==> config.mk <==
export PLATFORM = sky130hd
export DESIGN_NAME = la_capture_ctrl
export DESIGN_NICKNAME = d
export VERILOG_FILES = /design/src/rtl/la_capture_ctrl.sv
export SDC_FILE = /design/constraint.sdc
export NUM_CORES = 1
export LEC_CHECK = 0
export CAP_MARGIN = 20
export CORE_MARGIN = 1
export CORE_UTILIZATION = 55
export CTS_CLUSTER_SIZE = 20
export DETAILED_ROUTE_END_ITERATION = 6
export PLACE_DENSITY = 0.77
export SETUP_SLACK_MARGIN = 0.5
export SLEW_MARGIN = 20
export SYNTH_ARGS = -nofsm -noshare
export SYNTH_HDL_FRONTEND = slang
export SYNTH_SLANG_ARGS = --single-unit
==> constraint.sdc <==
create_clock -name clk -period 3.6 [get_ports clk]
set_input_delay 1.08 -clock clk [delete_from_list [all_inputs] [get_ports clk]]
set_output_delay 1.08 -clock clk [all_outputs]
set_load 0.02 [all_outputs]
==> src/rtl/la_capture_ctrl.sv <==
// Capture controller for the logic analyzer: decodes UART commands, arms the trigger,
// gates sampling and uploads the captured samples as a framed byte stream.
module la_capture_ctrl #(
  parameter int unsigned CH_WIDTH   = 8,
  parameter int unsigned CNT_WIDTH  = 16,
  parameter int unsigned RX_TIMEOUT = 2700000
) (
  input  logic                 clk,
  input  logic                 resetn,
  input  logic [7:0]           rx_data,
  input  logic                 rx_valid,
  output logic [7:0]           tx_data,
  output logic                 tx_start,
  input  logic                 tx_done,
  input  logic                 trig_hit,
  output logic [CH_WIDTH-1:0]  trig_mask,
  output logic [CH_WIDTH-1:0]  trig_pattern,
  output logic [1:0]           trig_type,
  output logic                 sampler_en,
  output logic                 buf_clear,
  output logic                 buf_wr_en,
  output logic                 buf_rd_en,
  input  logic [CH_WIDTH-1:0]  buf_rd_data,
  input  logic                 buf_full,
  input  logic [CNT_WIDTH-1:0] buf_count,
  output logic [31:0]          freq_div,
  output logic [31:0]          duty_high,
  output logic [31:0]          rate_div,
  output logic                 freq_upd,
  output logic                 duty_upd,
  output logic                 rate_upd,
  output logic [3:0]           state_out
);

  localparam int unsigned NB        = CH_WIDTH / 8;
  localparam int unsigned TRIG_LEN  = 2 * NB + 1;
  localparam int unsigned STG_BYTES = (TRIG_LEN > 4) ? TRIG_LEN : 4;
  localparam int unsigned STG_W     = 8 * STG_BYTES;
  localparam int unsigned TMR_W     = $clog2(RX_TIMEOUT + 1);
  localparam int unsigned HDR_N     = (CNT_WIDTH > 16) ? 4 : 3;

  localparam logic [7:0] OP_START = 8'h01;
  localparam logic [7:0] OP_STOP  = 8'h02;
  localparam logic [7:0] OP_TRIG  = 8'h05;
  localparam logic [7:0] OP_FREQ  = 8'h06;
  localparam logic [7:0] OP_RATE  = 8'h07;
  localparam logic [7:0] OP_DUTY  = 8'h08;
  localparam logic [7:0] OP_LEN   = 8'h09;

  typedef enum logic [3:0] {
    S_IDLE     = 4'd0,
    S_RX_PAY   = 4'd1,
    S_ARM      = 4'd2,
    S_SAMPLING = 4'd3,
    S_TX_HDR   = 4'd4,
    S_TX_FETCH = 4'd5,
    S_TX_BYTE  = 4'd6,
    S_TX_WAIT  = 4'd7
  } state_t;

  state_t               state_q, ret_q;
  logic [7:0]           op_q;
  logic [3:0]           pay_len_q, pay_idx_q;
  logic [STG_W-1:0]     stage_q, stage_d;
  logic [TMR_W-1:0]     tmr_q;
  logic                 arm_first_q, hdr_phase_q, fetch_wait_q, abort_q;
  logic [1:0]           hdr_idx_q;
  logic [2:0]           byte_left_q;
  logic [CNT_WIDTH-1:0] samp_left_q, capture_len_q;
  logic [23:0]          total_q;
  logic [CH_WIDTH-1:0]  shreg_q, trig_mask_q, trig_pattern_q;
  logic [1:0]           trig_type_q;
  logic [31:0]          freq_div_q, duty_high_q, rate_div_q;
  logic [7:0]           tx_data_q;
  logic                 tx_start_q, sampler_en_q, buf_clear_q, buf_rd_en_q;
  logic                 freq_upd_q, duty_upd_q, rate_upd_q;

  logic       rx_start_c, rx_stop_c, gen_op_c, end_c, trig_ok_c, in_tx_c;
  logic [3:0] pay_len_c;
  logic [7:0] hdr_byte_c;

  assign rx_start_c = rx_valid && (rx_data == OP_START);
  assign rx_stop_c  = rx_valid && (rx_data == OP_STOP);
  assign gen_op_c   = rx_valid && ((rx_data == OP_FREQ) || (rx_data == OP_RATE) ||
                                   (rx_data == OP_DUTY));
  assign end_c      = buf_full || (buf_count >= capture_len_q);
  assign trig_ok_c  = (trig_type_q == 2'b00) || (trig_mask_q == '0) || trig_hit;
  assign in_tx_c    = (state_q == S_TX_HDR) || (state_q == S_TX_FETCH) ||
                      (state_q == S_TX_BYTE) || (state_q == S_TX_WAIT);

  // Payload length of the opcode currently on rx_data; zero means no payload
  always_comb begin
    pay_len_c = 4'd0;
    case (rx_data)
      OP_TRIG:                   pay_len_c = 4'(TRIG_LEN);
      OP_FREQ, OP_RATE, OP_DUTY: pay_len_c = 4'd4;
      OP_LEN:                    pay_len_c = 4'd3;
      default:                   pay_len_c = 4'd0;
    endcase
  end

  // Staging register with the incoming payload byte merged in
  always_comb begin
    stage_d = stage_q;
    for (int unsigned k = 0; k < STG_BYTES; k++) begin
      if (pay_idx_q == 4'(k)) stage_d[8*k +: 8] = rx_data;
    end
  end

  always_comb begin
    case (hdr_idx_q)
      2'd0:    hdr_byte_c = 8'hA5;
      2'd1:    hdr_byte_c = total_q[7:0];
      2'd2:    hdr_byte_c = total_q[15:8];
      default: hdr_byte_c = total_q[23:16];
    endcase
  end

  always_ff @(posedge clk or negedge resetn) begin
    if (!resetn) begin
      state_q        <= S_IDLE;
      ret_q          <= S_IDLE;
      op_q           <= '0;
      pay_len_q      <= '0;
      pay_idx_q      <= '0;
      stage_q        <= '0;
      tmr_q          <= '0;
      arm_first_q    <= 1'b0;
      hdr_phase_q    <= 1'b0;
      fetch_wait_q   <= 1'b0;
      abort_q        <= 1'b0;
      hdr_idx_q      <= '0;
      byte_left_q    <= '0;
      samp_left_q    <= '0;
      capture_len_q  <= '1;
      total_q        <= '0;
      shreg_q        <= '0;
      trig_mask_q    <= '1;
      trig_pattern_q <= '0;
      trig_type_q    <= 2'b00;
      freq_div_q     <= 32'd1350;
      duty_high_q    <= 32'd675;
      rate_div_q     <= 32'd270;
      tx_data_q      <= '0;
      tx_start_q     <= 1'b0;
      sampler_en_q   <= 1'b0;
      buf_clear_q    <= 1'b0;
      buf_rd_en_q    <= 1'b0;
      freq_upd_q     <= 1'b0;
      duty_upd_q     <= 1'b0;
      rate_upd_q     <= 1'b0;
    end else begin
      tx_start_q  <= 1'b0;
      buf_clear_q <= 1'b0;
      buf_rd_en_q <= 1'b0;
      freq_upd_q  <= 1'b0;
      duty_upd_q  <= 1'b0;
      rate_upd_q  <= 1'b0;
      // A STOP during upload lets the byte in flight finish, then abandons the frame
      if (in_tx_c && rx_stop_c) abort_q <= 1'b1;

      case (state_q)
        S_IDLE: begin
          if (rx_start_c) begin
            state_q     <= S_ARM;
            buf_clear_q <= 1'b1;
            arm_first_q <= 1'b1;
          end else if (rx_valid && (pay_len_c != 4'd0)) begin
            state_q   <= S_RX_PAY;
            ret_q     <= S_IDLE;
            op_q      <= rx_data;
            pay_len_q <= pay_len_c;
            pay_idx_q <= '0;
            stage_q   <= '0;
            tmr_q     <= '0;
          end
        end

        S_RX_PAY: begin
          if (rx_valid) begin
            tmr_q     <= '0;
            stage_q   <= stage_d;
            pay_idx_q <= pay_idx_q + 4'd1;
            if (pay_idx_q == pay_len_q - 4'd1) begin
              state_q <= ret_q;
              case (op_q)
                OP_TRIG: begin
                  trig_mask_q    <= stage_d[CH_WIDTH-1:0];
                  trig_pattern_q <= stage_d[2*CH_WIDTH-1:CH_WIDTH];
                  trig_type_q    <= stage_d[2*CH_WIDTH +: 2];
                end
                OP_FREQ: begin freq_div_q  <= stage_d[31:0]; freq_upd_q <= 1'b1; end
                OP_DUTY: begin duty_high_q <= stage_d[31:0]; duty_upd_q <= 1'b1; end
                OP_RATE: begin rate_div_q  <= stage_d[31:0]; rate_upd_q <= 1'b1; end
                OP_LEN:  capture_len_q <= stage_d[CNT_WIDTH-1:0];
                default: ;
              endcase
            end
          end else if (tmr_q == TMR_W'(RX_TIMEOUT - 1)) begin
            state_q      <= S_IDLE;
            sampler_en_q <= 1'b0;
          end else begin
            tmr_q <= tmr_q + TMR_W'(1);
          end
        end

        S_ARM: begin
          arm_first_q <= 1'b0;
          if (rx_stop_c) begin
            state_q <= S_IDLE;
          end else if (gen_op_c) begin
            state_q   <= S_RX_PAY;
            ret_q     <= S_ARM;
            op_q      <= rx_data;
            pay_len_q <= pay_len_c;
            pay_idx_q <= '0;
            stage_q   <= '0;
            tmr_q     <= '0;
          end else if (!arm_first_q && trig_ok_c) begin
            state_q      <= S_SAMPLING;
            sampler_en_q <= 1'b1;
          end
        end

        S_SAMPLING: begin
          if (rx_stop_c || end_c) begin
            state_q      <= S_TX_HDR;
            sampler_en_q <= 1'b0;
            total_q      <= 24'(buf_count);
            samp_left_q  <= buf_count;
            hdr_idx_q    <= '0;
            hdr_phase_q  <= 1'b1;
            abort_q      <= 1'b0;
          end else if (gen_op_c) begin
            state_q   <= S_RX_PAY;
            ret_q     <= S_SAMPLING;
            op_q      <= rx_data;
            pay_len_q <= pay_len_c;
            pay_idx_q <= '0;
            stage_q   <= '0;
            tmr_q     <= '0;
          end
        end

        S_TX_HDR: begin
          tx_data_q  <= hdr_byte_c;
          tx_start_q <= 1'b1;
          state_q    <= S_TX_WAIT;
        end

        // Read request goes out in the first cycle; data is captured in the second
        S_TX_FETCH: begin
          if (abort_q || rx_stop_c) begin
            state_q <= S_IDLE;
          end else if (fetch_wait_q) begin
            fetch_wait_q <= 1'b0;
          end else begin
            shreg_q     <= buf_rd_data;
            byte_left_q <= 3'(NB);
            state_q     <= S_TX_BYTE;
          end
        end

        S_TX_BYTE: begin
          tx_data_q   <= shreg_q[7:0];
          tx_start_q  <= 1'b1;
          shreg_q     <= shreg_q >> 8;
          byte_left_q <= byte_left_q - 3'd1;
          state_q     <= S_TX_WAIT;
        end

        S_TX_WAIT: begin
          if (tx_done) begin
            if (abort_q || rx_stop_c) begin
              state_q <= S_IDLE;
            end else if (hdr_phase_q) begin
              if (hdr_idx_q == 2'(HDR_N - 1)) begin
                hdr_phase_q <= 1'b0;
                if (samp_left_q == '0) begin
                  state_q <= S_IDLE;
                end else begin
                  state_q      <= S_TX_FETCH;
                  samp_left_q  <= samp_left_q - CNT_WIDTH'(1);
                  buf_rd_en_q  <= 1'b1;
                  fetch_wait_q <= 1'b1;
                end
              end else begin
                hdr_idx_q <= hdr_idx_q + 2'd1;
                state_q   <= S_TX_HDR;
              end
            end else if (byte_left_q != 3'd0) begin
              state_q <= S_TX_BYTE;
            end else if (samp_left_q != '0) begin
              state_q      <= S_TX_FETCH;
              samp_left_q  <= samp_left_q - CNT_WIDTH'(1);
              buf_rd_en_q  <= 1'b1;
              fetch_wait_q <= 1'b1;
            end else begin
              state_q <= S_IDLE;
            end
          end
        end

        default: state_q <= S_IDLE;
      endcase
    end
  end

  assign tx_data      = tx_data_q;
  assign tx_start     = tx_start_q;
  assign trig_mask    = trig_mask_q;
  assign trig_pattern = trig_pattern_q;
  assign trig_type    = trig_type_q;
  assign sampler_en   = sampler_en_q;
  assign buf_clear    = buf_clear_q;
  assign buf_wr_en    = sampler_en_q && !buf_full;
  assign buf_rd_en    = buf_rd_en_q;
  assign freq_div     = freq_div_q;
  assign duty_high    = duty_high_q;
  assign rate_div     = rate_div_q;
  assign freq_upd     = freq_upd_q;
  assign duty_upd     = duty_upd_q;
  assign rate_upd     = rate_upd_q;
  assign state_out    = state_q;

endmodule

==> impl_metrics.py, run 1 <==
metrics = {
    "run_status": {
        "status": "completed",
    },
    "global_routing": {
        "grt-ovfl-total": 0,
        "grt_max_degree": 82,
        "antenna_found_initial": 1,
        "grtUsageTotal": 0.308,
        "grt_pass1_wl_mm": 54.9,
        "grt_pass1_vias": 10400,
    },
    "setup_path": {
        "cp_data_arrival_time_ns": 3.45,
        "cp-end-kind": "flip-flop",
        "rr_endpoint": "samp_left_q[7]",
        "ff2ff_path_depth": 8,
        "required_ns": 4.03,
        "crit_start": "buf_count[13]",
        "path_class": "input pin to flip-flop",
        "path_max_fanout": 6,
        "critPathLaunchType": "input pin",
        "regToRegStartpoint": "hdr_idx_q[0]",
        "crit_end": "op_q[1]",
        "r2r_setup_slack_ns": 0.69,
    },
    "detailed_routing": {
        "via_count": 10500,
        "drt-initial-drc-count": 709,
        "wl_mm": 34.7,
        "first_pass_iters": 6,
        "avgViaCountPerCell": 5.95,
        "drcViolationCount": 0,
        "wl_per_cell_um": 19.6,
        "final_antenna_net_count": 0,
    },
    "final_layout": {
        "fin_util": 0.724,
        "nNetsFinal": 1534,
        "fillerInstances": 1617,
        "area_growth_pct": 28.7,
        "fin_cells": 1770,
        "final_cell_mix": "nand2_1, dfrtp_1, o21ai_0",
        "final_common_cell": "nand2_1",
        "drive_above_1_share": 0.135,
    },
    "pwr": {
        "power_mw": 9.25,
        "power_density_nw_per_um2": 583,
        "irDropWorstVdd_v": 0.000441,
        "p_leak_nw": 6.91,
    },
    "sta": {
        "final-setup-viol-count": 0,
        "tightest_slew_ns": 0.876,
        "drv_slew": 0,
        "hold_ws_ns": 0.466,
        "grt_setup_unrepaired": "no",
        "fin_setup_tns_ns": 0,
        "max_freq_ghz": 0.331,
        "period_share": 0.839,
        "period_needed_ns": 3.02,
        "skew_ns": 0.0163,
        "maxSlewHeadroom": 0.399,
        "hold_viol": 0,
    },
    "synth": {
        "syn-num-nets": 1334,
        "synth_cells": 1267,
        "ys_ff_latch": 267,
        "avgSynthCellArea_um2": 9.72,
        "synth_edf_count": 0,
        "synthArstFlopShare": 1.00,
        "ys_warn_count": 0,
        "synth_cell_types": 72,
        "mappedNetlistArea_um2": 12300,
        "synth.yosys.seq_area_share": 0.546,
        "ys.flop_type": "dfrtp_1",
    },
    "floorplan": {
        "die_height_um": 152,
        "core_um2": 21900,
        "rows": 54,
        "initial_core_util": 0.563,
        "die_area_um2": 23000,
        "pin_count": 172,
        "die_w_um": 152,
    },
    "clock_tree": {
        "clock_path_buffers": 3,
        "clock-sinks": 267,
        "cts_tree": "done",
        "numCtsBuffers": 28,
        "cts-root-buf": "clkbuf_16",
        "clock_latency_ns": 0.55,
        "clk_pin_slew_worst_paths_ns": 0.06,
        "cts.htree.levels": 1,
        "postCtsHoldBufs": 0,
    },
    "placed_design": {
        "hpwlAfterDp_mm": 23.4,
        "dp.cells": 1712,
        "io_buffers": 170,
        "place_congestion": 0.963,
    },
    "run": {
        "cap_violations": 0,
    },
    "min_path": {
        "hold_path.class": "input pin to async pin",
    },
}
cell families after synthesis:
| family | after synthesis | synth area share |
|---|---|---|
| XOR/XNOR | 4 | 0.00284 |
| adder cells (fa/ha/maj) | 29 | 0.0295 |
| buffers and inverters | 114 | 0.0378 |
| AO/OA/AOI/OAI | 373 | 0.185 |
| multiplexers | 37 | 0.0315 |
| flip-flops | 267 | 0.546 |
| AND/OR/NAND/NOR | 442 | 0.166 |
| other | 1 | 0.000304 |
worst min path at each step:
| stage | startpoint | to |
|---|---|---|
| detailed placement | byte_left_q[0] | byte_left_q[0] |
| floorplan | op_q[6] | op_q[6] |
| finish | resetn | tx_start |
| global placement | total_q[10] | total_q[10] |
| global route | duty_high[1] | duty_high[1] |
| CTS | resetn | freq_upd |
report_power, final:
| part | switching (mW) | leakage, nW | internal [mW] | total (mW) |
|---|---|---|---|---|
| combinational | 1.48 | 2.95 | 0.980 | 2.46 |
| clock | 1.21 | 0.484 | 1.88 | 3.09 |
| sequential | 0.319 | 3.47 | 3.38 | 3.70 |
worst max-delay path: stages:
cell and delay, ns:
dlygate4sd2_1 0.28, ha_1 0.33, nand4_1 0.09, nand2_1 0.07, a211o_4 0.34, a2111oi_4 0.34, buf_4 0.19, o21ai_4 0.09
or2_4 0.32, mux2_4 0.31
per-stage QoR:
step	worst slack, ns	cell area [um2]
floorplan	0.476	12400
global placement	-0.115	14800
detailed placement	-0.159	14800
CTS	0.501	15800
global route	0.498	15900
finish	0.581	15900
per-layer routing:
| layer | wire [um] | global-route usage | vias up |
|---|---|---|---|
| met2 | 16400 | 0.490 | 427 |
| met5 | 0 | 0 | - |
| met4 | 1290 | 0.119 | 0 |
| met3 | 2650 | 0.0608 | 88 |
| li1 | - | - | 4859 |
| met1 | 14400 | 0.418 | 5164 |
synthesized netlist by cell type (all sizes together), types with 5 or more instances:
cell,number,area share
o21ai,203,0.084
a21o,5,0.0030
o22ai,6,0.0030
nand4,8,0.0041
dfrtp,229,0.47
or3,5,0.0025
mux2,5,0.0055
and2,13,0.0066
a221o,5,0.0041
dfstp,38,0.081
nand3,23,0.010
a22o,21,0.015
a221oi,9,0.0064
a41oi,5,0.0036
nor3,18,0.0091
a31oi,17,0.0086
clkbuf,58,0.018
o22a,9,0.0064
inv,40,0.012
buf,16,0.0079
and4,5,0.0036
nand2,233,0.071
ha,29,0.029
and3,14,0.0071
nor3b,5,0.0035
o31ai,22,0.013
mux2i,32,0.026
nor2,81,0.025
nor4,9,0.0058
nor2b,8,0.0041
a21oi,48,0.020
layout make-up:
cell class | instances | area [um2] | share of cell area
diodes | 1 | 2.50 | 0.000158
multi-input cells | 886 | 5250 | 0.331
clock buffers | 39 | 782 | 0.0493
repair buffers | 244 | 2380 | 0.150
inverters | 40 | 150 | 0.00947
well taps | 280 | 350 | 0.0221
clock inverters | 13 | 208 | 0.0131
flip-flops and latches | 267 | 6730 | 0.424
registers in the layout (all words and copies together), names as in the netlist, 3 cells and up:
name,count
capture_len_q,16
samp_left_q,16
byte_left_q,3
state_out,3
total_q,16
rate_div,32
duty_high,32
shreg_q,8
pay_idx_q,4
tx_data,8
stage_q,32
freq_div,32
tmr_q,22
trig_mask,8
trig_pattern,8
op_q,8
repair_timing:
action	CTS	global route
gates resized for setup	23	29
pin swaps	10	8
endpoints found under the setup margin	61	70
cloned	0	0
buffers inserted	2	3
Note: power is estimated with default switching activity, not from simulation.
==> run 2, diff against run 1 <==
==> constraint.sdc (replaced) <==
create_clock -name clk -period 3.05 [get_ports clk]
set_input_delay 0.915 -clock clk [delete_from_list [all_inputs] [get_ports clk]]
set_output_delay 0.915 -clock clk [all_outputs]
set_load 0.02 [all_outputs]
==> impl_metrics.py, run 2 (synthesis gave the netlist of run 1 again) <==
metrics = {
    "run_status": {
        "status": "completed",
    },
    "detailed_routing": {
        "via_count": 11100,
        "avgViaCountPerCell": 6.06,
        "drcViolationCount": 0,
        "final_antenna_net_count": 0,
        "first_pass_iters": 5,
        "wl_per_cell_um": 21.1,
        "drt-initial-drc-count": 959,
        "wl_mm": 38.5,
    },
    "global_routing": {
        "grt_pass1_vias": 10800,
        "grt-ovfl-total": 0,
        "grtUsageTotal": 0.324,
        "antenna_found_initial": 0,
        "grt_max_degree": 82,
        "grt_pass1_wl_mm": 57.3,
    },
    "final_layout": {
        "fin_util": 0.775,
        "fin_cells": 1825,
        "final_common_cell": "nand2_1",
        "area_growth_pct": 37.7,
        "nNetsFinal": 1590,
        "fillerInstances": 1415,
        "antenna_cells": 0,
        "final_cell_mix": "nand2_1, dfrtp_1, o21ai_0",
        "drive_above_1_share": 0.236,
    },
    "clock_tree": {
        "clock_path_buffers": 3,
        "clk_pin_slew_worst_paths_ns": 0.06,
        "cts.htree.levels": 1,
        "postCtsHoldBufs": 0,
        "clock_latency_ns": 0.54,
        "cts_tree": "done",
        "numCtsBuffers": 28,
        "cts-root-buf": "clkbuf_16",
        "clock-sinks": 267,
    },
    "floorplan": {
        "die_w_um": 152,
        "initial_core_util": 0.563,
        "rows": 54,
        "pin_count": 172,
        "die_area_um2": 23000,
        "core_um2": 21900,
        "die_height_um": 152,
    },
    "setup_path": {
        "cp_data_arrival_time_ns": 3.09,
        "path_class": "input pin to flip-flop",
        "r2r_setup_slack_ns": 0.43,
        "required_ns": 3.48,
        "path_max_fanout": 5,
        "critPathLaunchType": "input pin",
        "cp-end-kind": "flip-flop",
    },
    "pwr": {
        "power_density_nw_per_um2": 680,
        "irDropWorstVdd_v": 0.000458,
        "p_leak_nw": 7.39,
    },
    "placed_design": {
        "dp.cells": 1749,
        "hpwlAfterDp_mm": 25.0,
        "io_buffers": 170,
        "place_congestion": 0.927,
    },
    "sta": {
        "period_needed_ns": 2.66,
        "max_freq_ghz": 0.376,
        "tightest_slew_ns": 0.716,
        "final-setup-viol-count": 0,
        "grt_setup_unrepaired": "yes",
        "period_share": 0.872,
        "maxSlewHeadroom": 0.509,
        "hold_ws_ns": 0.228,
        "drv_slew": 0,
        "skew_ns": 0.0126,
        "hold_viol": 0,
    },
    "min_path": {
        "hold_path.class": "input pin to async pin",
    },
    "run": {
        "cap_violations": 0,
    },
}
[run 2: cell types whose count changed in the layout (fill, tap and decap cells not counted), moves of 8 or more]
cell	delta
clkdlybuf4s15_2	+8
o21ai_0	-32
o21ai_2	+22
buf_6	+10
a21oi_1	-17
ha_1	-8
clkdlybuf4s50_1	-31
dlygate4sd2_1	+18
buf_4	+31
a21oi_2	+12
[run 2: final cells by class]
| class | count | area (um2) | area share |
|---|---|---|---|
| Tap cell | 280 | 350 | 0.0207 |
| Inverter | 40 | 150 | 0.00885 |
| Clock inverter | 18 | 235 | 0.0139 |
| Sequential cell | 267 | 6730 | 0.397 |
| Timing Repair Buffer | 298 | 2950 | 0.174 |
| Clock buffer | 34 | 774 | 0.0457 |
| Multi-Input combinational cell | 888 | 5770 | 0.340 |
[run 2: metrics by stage]
step / power, mW / setup TNS (ns) / area (um2) / setup WS [ns]
2_1_floorplan: 6.24 / 0 / 12500 / 0.0913
3_3_place_gp: 7.36 / -47.08 / 15200 / -0.503
3_5_place_dp: 7.45 / -46.97 / 15200 / -0.523
4_1_cts: 11.3 / 0 / 16400 / 0.425
5_1_grt: 12.0 / 0 / 17000 / 0.333
6_report: 11.5 / 0 / 17000 / 0.389
[run 2: worst max-delay path, stage by stage]
cell             delay, ns
clkdlybuf4s15_2       0.22
ha_1                  0.29
and4_1                0.21
a21o_1                0.22
a2111oi_4             0.35
buf_4                 0.19
o21ai_4               0.09
or2_4                 0.29
mux2_4                0.31
[run 2: path summary, 6_finish.rpt]
path | cells past startpoint | from | to
max | 9 | buf_count[8] | op_q[1]
min | 1 | resetn | tx_start
max reg2reg | 9 | capture_len_q[14] | op_q[1]
min reg2reg | 2 | total_q[14] | total_q[14]
max in group asynchronous | 2 | resetn | trig_mask[6]
min in group clk | 2 | total_q[14] | total_q[14]
[run 2: report_power, final]
group | total [mW] | switching, mW | internal, mW
clock | 3.70 | 1.46 | 2.24
sequential | 4.38 | 0.386 | 3.99
combinational | 3.46 | 2.02 | 1.44
[run 2: what timing repair did]
item / 4_1_cts / 5_1_grt
pin swaps: 18 / 45
setup endpoints to repair: 156 / 156
cloned: 4 / 4
hold endpoints to repair: 0 / 0
resized for setup: 165 / 97
buffers inserted: 8 / 8
[run 2: layer usage]
metal | share of wire | track usage | wire [um] | vias up
met5 | 0 | 0 | 0 | -
met4 | 0.045 | 0.129 | 1720 | 0
met3 | 0.078 | 0.0647 | 2980 | 123
met2 | 0.49 | 0.542 | 18900 | 507
met1 | 0.39 | 0.413 | 14900 | 5441
li1 | - | - | - | 4984
==> run 3, diff against run 2 <==
--- a/config.mk
+++ b/config.mk
@@ -5,7 +5,8 @@
 export SDC_FILE = /design/constraint.sdc
 export NUM_CORES = 1
 export LEC_CHECK = 0
-export CAP_MARGIN = 20
+export CAP_MARGIN = 30
+export CORE_ASPECT_RATIO = 0.9
 export CORE_MARGIN = 1
 export CORE_UTILIZATION = 55
 export CTS_CLUSTER_SIZE = 20
==> impl_metrics.py, run 3 (synthesis gave the netlist of run 1 again) <==
metrics = {
    "global_routing": {
        "antenna_found_initial": 0,
        "grt_pass1_wl_mm": 59.6,
        "grt_pass1_vias": 11000,
        "gr-max-usage-layer": "met2",
        "gr-usage-met2": 0.544,
        "grt_max_degree": 66,
        "grt-ovfl-total": 0,
        "gr-usage-met3": 0.0713,
        "met1_usage": 0.437,
        "grtUsageTotal": 0.332,
    },
    "pwr": {
        "netSwitchingFraction": 0.334,
        "p_int_mw": 7.86,
        "p_leak_nw": 7.49,
        "p_switching_mw": 3.95,
        "comb_power_share": 0.295,
        "power_density_nw_per_um2": 685,
        "irDropWorstVdd_v": 0.000466,
        "power_mw": 11.8,
        "p_clk_frac": 0.330,
        "pwr-share-seq": 0.375,
    },
    "final_layout": {
        "area_growth_pct": 39.9,
        "antenna_cells": 0,
        "final_cell_mix": "dfrtp_1, nand2_1, o21ai_0",
        "nNetsFinal": 1589,
        "final_common_cell": "dfrtp_1",
        "fin_util": 0.789,
        "drive_above_1_share": 0.238,
        "fin_cells": 1835,
    },
    "run_status": {
        "status": "completed",
    },
    "setup_path": {
        "required_ns": 3.46,
        "path_class": "input pin to flip-flop",
        "cp-end-kind": "flip-flop",
        "critPathLaunchType": "input pin",
        "cp_data_arrival_time_ns": 3.23,
        "path_max_fanout": 10,
    },
    "floorplan": {
        "initial_core_util": 0.564,
        "die_height_um": 144,
        "pin_count": 172,
        "die_w_um": 160,
        "rows": 51,
        "core_um2": 21800,
        "die_area_um2": 23000,
    },
    "sta": {
        "grt_setup_unrepaired": "yes",
        "fin_setup_tns_ns": 0,
        "drv_slew": 0,
        "max_freq_ghz": 0.355,
        "hold_viol": 0,
        "maxSlewHeadroom": 0.281,
        "tightest_slew_ns": 1.05,
        "period_share": 0.925,
        "final-setup-viol-count": 0,
        "skew_ns": 0.0276,
        "period_needed_ns": 2.82,
    },
    "detailed_routing": {
        "final_antenna_net_count": 0,
        "via_count": 11300,
        "wl_per_cell_um": 21.8,
        "avgViaCountPerCell": 6.14,
        "wl_mm": 40.0,
        "drt-initial-drc-count": 1181,
        "drcViolationCount": 0,
        "first_pass_iters": 5,
    },
    "clock_tree": {
        "postCtsHoldBufs": 0,
        "cts-root-buf": "clkbuf_16",
        "numCtsBuffers": 28,
        "clock_latency_ns": 0.57,
        "cts_tree": "done",
        "clock-sinks": 267,
        "clk_pin_slew_worst_paths_ns": 0.07,
        "clock_path_buffers": 3,
        "cts.htree.levels": 1,
    },
    "placed_design": {
        "hpwlAfterDp_mm": 24.9,
        "place_congestion": 0.943,
        "dp.cells": 1759,
        "io_buffers": 170,
    },
    "run": {
        "cap_violations": 0,
    },
    "min_path": {
        "hold_path.class": "input pin to async pin",
    },
}
run 3: cell count changes in the layout (fill, tap and decap cells not counted), moves of 5 or more:
cell / delta
dlygate4sd2_1: +13
o21ai_0: -16
clkdlybuf4s15_2: -7
o31ai_1: -5
nand2_2: +11
o21ai_1: +13
buf_6: +6
nand2_1: -12
buf_2: -6
buf_4: -11
run 3: path summary, 6_finish.rpt:
| check | start | to | slack [ns] | cells past startpoint |
|---|---|---|---|---|
| min in group clk | byte_left_q[0] | byte_left_q[0] | 0.48 | 1 |
| max in group asynchronous | resetn | rate_div[2] | 1.99 | 2 |
| min | resetn | tx_start | 0.28 | 1 |
| max | buf_count[8] | stage_q[11] | 0.23 | 11 |
| min reg2reg | byte_left_q[0] | byte_left_q[0] | 0.48 | 1 |
| max reg2reg | capture_len_q[14] | stage_q[11] | 0.26 | 11 |
run 3: critical path, stage by stage:
cell           delay (ns)
dlygate4sd2_1        0.29
ha_1                 0.31
and4_4               0.19
a21o_1               0.20
a2111oi_4            0.35
buf_4                0.19
o21ai_4              0.11
buf_12               0.17
buf_12               0.15
o21ai_4              0.21
o31ai_4              0.13
run 3: timing repair:
| action | in CTS | in global routing |
|---|---|---|
| endpoints found under the setup margin | 152 | 182 |
| pin swaps | 26 | 42 |
| resized for setup | 133 | 152 |
| gates cloned | 6 | 3 |
| setup buffers | 9 | 6 |
run 3: power groups by stage:
stage | registers (mW) | clock network, mW | logic, mW
2_1_floorplan | 4.40 | 0 | 1.84
3_3_place_gp | 4.41 | 0 | 2.97
3_5_place_dp | 4.42 | 0 | 3.03
4_1_cts | 4.38 | 3.91 | 3.18
5_1_grt | 4.48 | 4.07 | 3.73
6_report | 4.43 | 3.90 | 3.48
run 3: cell type report:
| type | instances | area [um2] |
|---|---|---|
| Clock buffer | 36 | 771 |
| Clock inverter | 16 | 293 |
| Fill cell | 1346 | 4590 |
| Inverter | 40 | 150 |
| Multi-Input combinational cell | 887 | 5840 |
| Sequential cell | 267 | 6730 |
| Tap cell | 291 | 364 |
| Timing Repair Buffer | 298 | 3080 |
run 3: layer usage:
metal  vias up  part of all wire
met5         -                 0
met1      5567              0.40
met2       573              0.47
li1       4981                 -
met4         0             0.045
met3       139             0.086
run 3: stage by stage:
stage / instance area [um2] / hold WS (ns) / setup WS, ns
3_5_place_dp: 15200 / 0.459 / -0.540
5_1_grt: 17200 / 0.303 / 0.206
4_1_cts: 16600 / 0.295 / 0.332
6_report: 17200 / 0.283 / 0.230
2_1_floorplan: 12500 / 0.443 / 0.0913
3_3_place_gp: 15200 / 0.457 / -0.448
